===== src/rtl/regfile_arb_pkg.sv =====
// -----------------------------------------------------------------------------
// regfile_arb_pkg
// Shared types and default sizes for the register-file write-port arbiter.
//   arb_state_e : sequencer states (CLEAR runs the post-reset zero fill,
//                 RUN arbitrates the two writers)
//   req_id_t    : requester index (0 = writeback, 1 = auxiliary injector)
//   DEF_*       : default widths/depths used as parameter defaults
// -----------------------------------------------------------------------------
package regfile_arb_pkg;

  localparam int DEF_ADDR_W = 5;
  localparam int DEF_DATA_W = 32;
  localparam int DEF_NREG   = 32;
  localparam int DEF_CNT_W  = 16;

  typedef enum logic {
    CLEAR = 1'b0,
    RUN   = 1'b1
  } arb_state_e;

  typedef logic req_id_t;

  // The requester that gets priority after `id` has been served.
  function automatic req_id_t other_req(input req_id_t id);
    return ~id;
  endfunction

endpackage


===== src/rtl/rr_arbiter2.sv =====
// -----------------------------------------------------------------------------
// rr_arbiter2
// Two-input round-robin arbiter, purely combinational. The priority pointer
// register lives in the caller; this block computes the grant and the
// pointer value to load on the next edge.
// Ports:
//   en_i        : arbitration allowed this cycle (0 forces no grant)
//   valid_i     : request valids, bit N = requester N
//   prio_i      : requester favoured when both request
//   gnt_o       : one-hot grant (all zero when no grant)
//   gnt_any_o   : some requester granted
//   gnt_id_o    : index of the granted requester (meaningful with gnt_any_o)
//   prio_next_o : pointer for next cycle; moves off the winner, holds otherwise
// -----------------------------------------------------------------------------
module rr_arbiter2
  import regfile_arb_pkg::*;
(
  input  logic       en_i,
  input  logic [1:0] valid_i,
  input  req_id_t    prio_i,
  output logic [1:0] gnt_o,
  output logic       gnt_any_o,
  output req_id_t    gnt_id_o,
  output req_id_t    prio_next_o
);

  always_comb begin
    gnt_o = 2'b00;
    if (en_i) begin
      if (valid_i == 2'b11) begin
        gnt_o = prio_i ? 2'b10 : 2'b01;
      end else begin
        gnt_o = valid_i;
      end
    end
  end

  assign gnt_any_o   = |gnt_o;
  assign gnt_id_o    = gnt_o[1];
  assign prio_next_o = gnt_any_o ? other_req(gnt_id_o) : prio_i;

endmodule


===== src/rtl/regfile_write_arbiter.sv =====
// -----------------------------------------------------------------------------
// regfile_write_arbiter
// Owns the single write port of the 32x32 register file. Writeback (req0) and
// the auxiliary injector (req1) share it round-robin; all rf_* outputs are
// registered so the file's negedge write sees values stable since the grant.
// Optional feature macro: REGARB_CLEAR_EN -- when defined, reset enters a
// CLEAR sequence that writes zero to every register (one per cycle) before
// arbitration starts. When undefined the block is permanently in RUN.
// Ports:
//   clk, rst             : clock, asynchronous active-high reset
//   reqN_valid/ready     : handshake per requester (ready is combinational)
//   reqN_addr/data       : write target and value
//   rf_rw/rf_addr/rf_data: registered register-file write port
//   busy                 : clear sequence in progress
//   gnt_cnt0/gnt_cnt1    : saturating accepted-request counters
// -----------------------------------------------------------------------------
module regfile_write_arbiter
  import regfile_arb_pkg::*;
#(
  parameter int ADDR_W = DEF_ADDR_W,
  parameter int DATA_W = DEF_DATA_W,
  parameter int NREG   = DEF_NREG,
  parameter int CNT_W  = DEF_CNT_W
) (
  input  logic              clk,
  input  logic              rst,
  input  logic              req0_valid,
  output logic              req0_ready,
  input  logic [ADDR_W-1:0] req0_addr,
  input  logic [DATA_W-1:0] req0_data,
  input  logic              req1_valid,
  output logic              req1_ready,
  input  logic [ADDR_W-1:0] req1_addr,
  input  logic [DATA_W-1:0] req1_data,
  output logic              rf_rw,
  output logic [ADDR_W-1:0] rf_addr,
  output logic [DATA_W-1:0] rf_data,
  output logic              busy,
  output logic [CNT_W-1:0]  gnt_cnt0,
  output logic [CNT_W-1:0]  gnt_cnt1
);

  // The clear pointer wraps naturally only if the file exactly fills the
  // address space.
  if (NREG != (1 << ADDR_W)) begin : g_nreg_check
    $error("NREG must equal 2**ADDR_W");
  end

  logic              run_en;
  logic [1:0]        gnt;
  logic              gnt_any;
  req_id_t           gnt_id;
  req_id_t           prio_q;
  req_id_t           prio_d;
  logic [ADDR_W-1:0] sel_addr;
  logic [DATA_W-1:0] sel_data;
  logic              rf_rw_q;
  logic [ADDR_W-1:0] rf_addr_q;
  logic [DATA_W-1:0] rf_data_q;
  logic [CNT_W-1:0]  cnt0_q;
  logic [CNT_W-1:0]  cnt1_q;

`ifdef REGARB_CLEAR_EN
  arb_state_e        state_q;
  logic [ADDR_W-1:0] ptr_q;

  assign run_en = (state_q == RUN);
  assign busy   = (state_q == CLEAR);
`else
  assign run_en = 1'b1;
  assign busy   = 1'b0;
`endif

  rr_arbiter2 u_arb (
    .en_i        (run_en),
    .valid_i     ({req1_valid, req0_valid}),
    .prio_i      (prio_q),
    .gnt_o       (gnt),
    .gnt_any_o   (gnt_any),
    .gnt_id_o    (gnt_id),
    .prio_next_o (prio_d)
  );

  assign req0_ready = gnt[0];
  assign req1_ready = gnt[1];
  assign sel_addr   = gnt_id ? req1_addr : req0_addr;
  assign sel_data   = gnt_id ? req1_data : req0_data;

  always_ff @(posedge clk or posedge rst) begin
    if (rst) begin
      rf_rw_q   <= 1'b0;
      rf_addr_q <= '0;
      rf_data_q <= '0;
      cnt0_q    <= '0;
      cnt1_q    <= '0;
      prio_q    <= 1'b0;
`ifdef REGARB_CLEAR_EN
      state_q   <= CLEAR;
      ptr_q     <= '0;
`endif
    end else begin
`ifdef REGARB_CLEAR_EN
      if (state_q == CLEAR) begin
        // Register 0 is written here too, unlike in RUN.
        rf_rw_q   <= 1'b1;
        rf_addr_q <= ptr_q;
        rf_data_q <= '0;
        ptr_q     <= ptr_q + ADDR_W'(1);
        if (ptr_q == ADDR_W'(NREG - 1)) begin
          state_q <= RUN;
        end
      end else
`endif
      begin
        prio_q <= prio_d;
        if (gnt_any) begin
          // Address 0 is hardwired zero: accept the request but never write.
          rf_rw_q   <= (sel_addr != '0);
          rf_addr_q <= sel_addr;
          rf_data_q <= sel_data;
        end else begin
          rf_rw_q <= 1'b0;
        end
        if (gnt[0] && (cnt0_q != '1)) cnt0_q <= cnt0_q + CNT_W'(1);
        if (gnt[1] && (cnt1_q != '1)) cnt1_q <= cnt1_q + CNT_W'(1);
      end
    end
  end

  assign rf_rw    = rf_rw_q;
  assign rf_addr  = rf_addr_q;
  assign rf_data  = rf_data_q;
  assign gnt_cnt0 = cnt0_q;
  assign gnt_cnt1 = cnt1_q;

endmodule


===== config.mk =====
export PLATFORM = sky130hd
export DESIGN_NAME = regfile_write_arbiter
export DESIGN_NICKNAME = d
export VERILOG_FILES = /design/src/rtl/regfile_arb_pkg.sv /design/src/rtl/rr_arbiter2.sv /design/src/rtl/regfile_write_arbiter.sv
export SDC_FILE = /design/constraint.sdc
export NUM_CORES = 1
export LEC_CHECK = 0
export CORE_MARGIN = 3
export CORE_UTILIZATION = 45
export CTS_CLUSTER_DIAMETER = 50
export CTS_CLUSTER_SIZE = 12
export DETAILED_ROUTE_END_ITERATION = 10
export PLACE_DENSITY = 0.85
export SETUP_SLACK_MARGIN = 0.4
export SYNTH_ARGS = -nofsm -noshare
export SYNTH_HDL_FRONTEND = slang
export SYNTH_HIERARCHICAL = 1
export SYNTH_SLANG_ARGS = --single-unit

===== constraint.sdc =====
create_clock -name clk -period 3.6 [get_ports clk]
set_clock_uncertainty 0.15 [all_clocks]
set_input_delay 0.36 -clock clk [delete_from_list [all_inputs] [get_ports clk]]
set_output_delay 0.36 -clock clk [all_outputs]
set_load 0.05 [all_outputs]

== After elaboration in Yosys (flattened, before gate mapping) ==
Cells that the tools add are included.

* Register bits after elaboration: 71
* Input port bits: 78
* Output and inout bits: 73
* Logic and storage cells: 21

* Add/subtract/negate cells: 2
* Equality and inequality tests: 3
* Mux-type cells: 5
* Bitwise logic cells: 1
* Reduce and logical (&&, ||, !) cells: 4

{| class="wikitable"
|+ Operators by type and width
! cell !! number
|-
| adder 16 x 1 -> 16 bit, second input constant || 2
|-
| two-way mux 32 bit || 1
|-
| inequality test 16 bit, second input constant || 2
|-
| two-way mux 5 bit || 1
|-
| nonzero test 5 bit || 1
|-
| two-way mux 2 bit || 2
|-
| equality test 2 bit, second input constant || 1
|-
| logical AND 1 bit || 2
|-
| OR reduction 2 bit || 1
|-
| two-way mux 1 bit || 1
|-
| inverter 1 bit || 1
|}

== Depth between registers and ports, before layout ==
* Word-level depth: 5
* Mapped depth: 7
* Depth with buffers taken out: 6

== By module ==
The synthesis kept the hierarchy.

{| class="wikitable"
|+ By module, submodules not included
! module !! times used !! cells each !! area an instance (um^2) !! seq. area each (um^2)
|-
| regfile_write_arbiter || 1 || 310 || 3,333.2 || 1,776.7
|-
| rr_arbiter2 || 1 || 9 || 51.3 || 0.0
|}

== Worst setup path before layout ==
No wires, ideal clock.

* Kind: input-to-reg
* Start point: input port req0_valid
* End point: register cnt0_q[11], in the netlist gnt_cnt0[11]
* Library setup time: 125 ps
* Arrival time: 2,278 ps
* Data required time: 3,325 ps
* Setup slack: 1,047 ps
* Stages on the path: 6
* Buffers on the path: 0
* Path through: nand2_1 a21oi_1 nand3_1 nor2_1 nand3_1 mux2_2

* Word-level cells in the longest chain between the ends: 3

{| class="wikitable"
|+ RTL lines
! element !! line !! RTL
|-
| from (decl) || regfile_write_arbiter.sv:27 || <nowiki>input logic req0_valid,</nowiki>
|-
| equality test 2 bit || rr_arbiter2.sv:30 || <nowiki>if (valid_i == 2'b11) begin</nowiki>
|-
| two-way mux 2 bit (*) || rr_arbiter2.sv:30 ||
|-
| via req0_ready || regfile_write_arbiter.sv:28 || <nowiki>output logic req0_ready,</nowiki>
|-
| logical AND 1 bit (*) || regfile_write_arbiter.sv:124 || <nowiki>if (gnt[0] && (cnt0_q != '1)) cnt0_q <= cnt0_q + CNT_W'(1);</nowiki>
|-
| to (signal assigned) || regfile_write_arbiter.sv:124 ||
|-
| to (decl) || regfile_write_arbiter.sv:60 || <nowiki>logic [CNT_W-1:0] cnt0_q;</nowiki>
|}

Mark *: on every way through the listed nets, which the timed path passes. The rest lies on a longest branch.
A chain may end at the register's enable or synchronous reset.

== Worst setup path after layout ==
* Start point: input port req0_valid
* End point: output port req0_ready

* Word-level cells in the longest chain between the ends: 2

{| class="wikitable"
|+ RTL lines
! element !! line
|-
| equality test 2 bit || rr_arbiter2.sv:30
|-
| two-way mux 2 bit (*) || rr_arbiter2.sv:30
|-
| to (decl) || regfile_write_arbiter.sv:28
|}

Mark *: on every way between the ends. The rest lies on a longest branch, timed or not.

==> flow_summary.rst <==
.. list-table::
   :header-rows: 1

   * - Metric
     - Value
   * - # diodes
     - 0
   * - CP top delay family
     - buffers and inverters
   * - Final Slew Violations
     - 0
   * - Slowest CP cell
     - sky130_fd_sc_hd__clkdlybuf4s50_1
   * - Fin crit period
     - about 2.9 ns
   * - Final-layout worst hold slack
     - 0.3497 ns
   * - Share of synthesized area occupied by flip-flops and latches
     - 0.5250
   * - Met3 track demand over resource
     - 0.07555
   * - Least-Margin Pin Slew
     - 0.8935 ns
   * - Number of nets still failing antenna checks after routing
     - 0
   * - Class of the worst hold path
     - reg2reg
   * - Average cell area after synthesis
     - 10.61 um2
   * - Largest driver fanout on the critical path
     - 6
   * - Wirelength per Cell
     - between 15 and 20 um
   * - Ports
     - 151
   * - Final Hold Fails
     - 0
   * - All-Layer GR Usage
     - 0.2191
   * - Via density per instance
     - approximately 5.2
   * - Leakage power of the design
     - 2.154 nW
   * - Layer carrying the most global-route usage
     - met2
   * - CP endpoint kind
     - primary output
   * - Hold Path Stages
     - 1
   * - Number of clock sinks seen by CTS
     - between 70 and 80
   * - Cell Area, Synth
     - 3384 um2
   * - Max Cap Violations
     - 0
   * - PortBufs
     - 149
   * - Area enclosed by the die boundary
     - 8598 um2
   * - Htree depth
     - 3
   * - Core footprint
     - ~7000 um2
   * - Worst EP required
     - about 3.1 ns
   * - Clock tree from TritonCTS
     - yes
   * - Fraction of registers with async set or reset after synthesis
     - 1.000
   * - Routing usage on met2
     - 0.3728
   * - End point of the worst hold path
     - gnt_cnt0[15]
   * - Global-route wire length before repair
     - 14.86 mm
   * - CTS Hold Buffers Added
     - 0
   * - Number of buffers inserted to repair setup after CTS
     - 0
   * - Power density normalized to cell area
     - between 500 and 600 nW/um2
   * - Most Frequent Cell on Critical Path
     - sky130_fd_sc_hd__clkdlybuf4s50_1
   * - Hold Startpoint
     - gnt_cnt0[15]
   * - Top library cells by usage in the layout, fill and taps aside
     - 149 x sky130_fd_sc_hd__clkdlybuf4s50_1, 71 x sky130_fd_sc_hd__dfrtp_1, 47 x sky130_fd_sc_hd__nor2_1, 38 x sky130_fd_sc_hd__a21oi_1, 37 x sky130_fd_sc_hd__mux2i_1
   * - Inserted Clock Buffers
     - 9
   * - Post-synthesis cell count
     - 319
   * - Final #Nets
     - ~550
   * - Number of cells on the critical path
     - 4
   * - Worst-case vdd ir drop
     - 0.5528 mV
   * - Maximum number of pins on one net before global-route repair
     - 72
   * - Root Buffer
     - sky130_fd_sc_hd__clkbuf_8
   * - Synth unique cells
     - 41
   * - Status
     - finished clean
   * - Most common cell after layout, fill and taps aside
     - sky130_fd_sc_hd__clkdlybuf4s50_1
   * - Worst setup timing slack at the placement stage
     - 0.7301 ns
   * - Upper clock frequency limit
     - 343.5 MHz
   * - Biggest cell delay along the critical path
     - 0.91 ns
   * - Max_slew headroom
     - 0.4043
   * - RSZ-0062 raised after global routing
     - false
   * - Dominant synthesized flop cell
     - sky130_fd_sc_hd__dfrtp_1
   * - GR Layer Usage met1
     - 0.2545
   * - R2r worst-path depth
     - 6
   * - Area growth syn-to-layout
     - 55.93%
   * - Residual DRC
     - 0
   * - Grt ovf
     - 0
   * - Initial antenna violation count
     - 0
   * - Vertical extent of the die
     - approximately 93 um
   * - Count of TritonRoute iterations in the first routing pass
     - 4
   * - Crit share post-route
     - 0.8087
   * - Final setup violation count
     - 0
   * - Via count
     - 2967
   * - Wire length reported by the detailed router
     - 9.052 mm
   * - Number of synthesis warnings
     - 6
   * - Worst skew pair latency
     - around 0.34 ns
   * - Min setup slack post-route
     - 0.6888 ns
   * - DP Wirelength
     - 6.652 mm
   * - R2R setup slack
     - approximately 1.3 ns
   * - Worst setup SP type
     - input pin
   * - Gates resized, CTS repair
     - 0
   * - Critical path buffer and inverter count
     - 2
   * - Arrival time worst endpoint
     - 2.40 ns
   * - Starting Density
     - 0.4796
   * - Endpoint of the most critical register-to-register path
     - gnt_cnt1[9]
   * - Kind of critical path
     - in2out
   * - Initial DRC Count
     - 105
   * - Number of storage elements in the synthesis netlist
     - 71
   * - Number of synthesized flops with an enable pin
     - 0
   * - Buffers from clock root to sink, at most
     - 2
   * - Global placement routability congestion
     - 0.7887
   * - Setup tns final
     - 0 ns
   * - Fraction of layout cells with a size suffix above 1
     - 0.07757
   * - Clock edge transition at the registers on the reported setup and hold paths
     - 0.08 ns
   * - Number of global-route vias before repair
     - 3034
   * - Die span in x
     - 92.73 um
   * - Cell-by-cell trace of the critical path
     - clkdlybuf4s50_1, nand2_1, a21oi_1, clkdlybuf4s50_1
   * - Worst flop-to-flop path startpoint
     - prio_q
   * - Number of placement rows
     - 30
## sequential cells by signal (all words and copies together) (netlist names)
register	cells
rf_addr	5
gnt_cnt0	16
rf_rw	1
rf_data	32
gnt_cnt1	16
prio_q	1
## how the worst max path moves through the flow
stage	startpoint	end	slack, ns
after floorplan	req0_valid	gnt_cnt0[11]	1.05
after global placement	req0_valid	req0_ready	0.80
after detailed placement	req0_valid	req0_ready	0.73
after CTS	req0_valid	req0_ready	0.70
after global routing	req0_valid	req0_ready	0.60
final	req0_valid	req0_ready	0.69
## cell type report
type	instances	area (um2)
Fill cell	521	1779
Tap cell	96	120.1
Sequential cell	71	1777
Clock inverter	6	155.1
Inverter	5	18.77
Clock buffer	10	137.6
Multi-Input combinational cell	232	1548
Timing Repair Buffer	153	1521
## per-stage QoR
stage | area (um2) | util | total power [W] | instances
2_1_floorplan | 3396 | - | 0.001680 | 322
3_3_place_gp | 4985 | 0.7064 | 0.002062 | 557
3_5_place_dp | 4985 | 0.7064 | 0.002085 | 557
4_1_cts | 5278 | 0.7479 | 0.003014 | 573
5_1_grt | 5278 | 0.7479 | 0.003128 | 573
6_report | 5278 | 0.7479 | 0.002994 | 573
## synth_stat cells (6+ instances only)
cell	count	area share
sky130_fd_sc_hd__nand2_1	13	0.014
sky130_fd_sc_hd__dfrtp_1	71	0.52
sky130_fd_sc_hd__xnor2_1	15	0.039
sky130_fd_sc_hd__nor2_1	47	0.052
sky130_fd_sc_hd__nand3_1	11	0.016
sky130_fd_sc_hd__mux2i_1	37	0.11
sky130_fd_sc_hd__a21oi_1	39	0.058
sky130_fd_sc_hd__nand4_1	11	0.020
sky130_fd_sc_hd__xor2_1	6	0.016
## where the power goes
part | switching [W] | total [W] | leakage, nW | internal [W]
logic | 0.000644 | 0.00103 | 1.15 | 0.000387
registers | 0.000127 | 0.00104 | 0.860 | 0.000916
clock network | 0.000302 | 0.000920 | 0.146 | 0.000618
total | 0.00107 | 0.00299 | 2.15 | 0.00192
## cell families (layout without fill, tap and decap cells)
logic type	Yosys count	count (layout)	synth area share
muxes	44	44	0.1338
xor gates and xnor gates	21	21	0.05434
AOI/OAI and AO/OA	54	54	0.09427
and+or+nand+nor	106	106	0.1582
buffers and inverters	19	174	0.02477
adders and majority gates	2	2	0.007393
other	2	5	0.002219
DFF	71	71	0.5250
## per-layer routing
metal  share of wire  up-vias
met5               0        -
met4           0.023        0
met3           0.083       20
met2            0.49      107
met1            0.40     1410
li1                -     1430
Power figures use the tool's default switching activity.
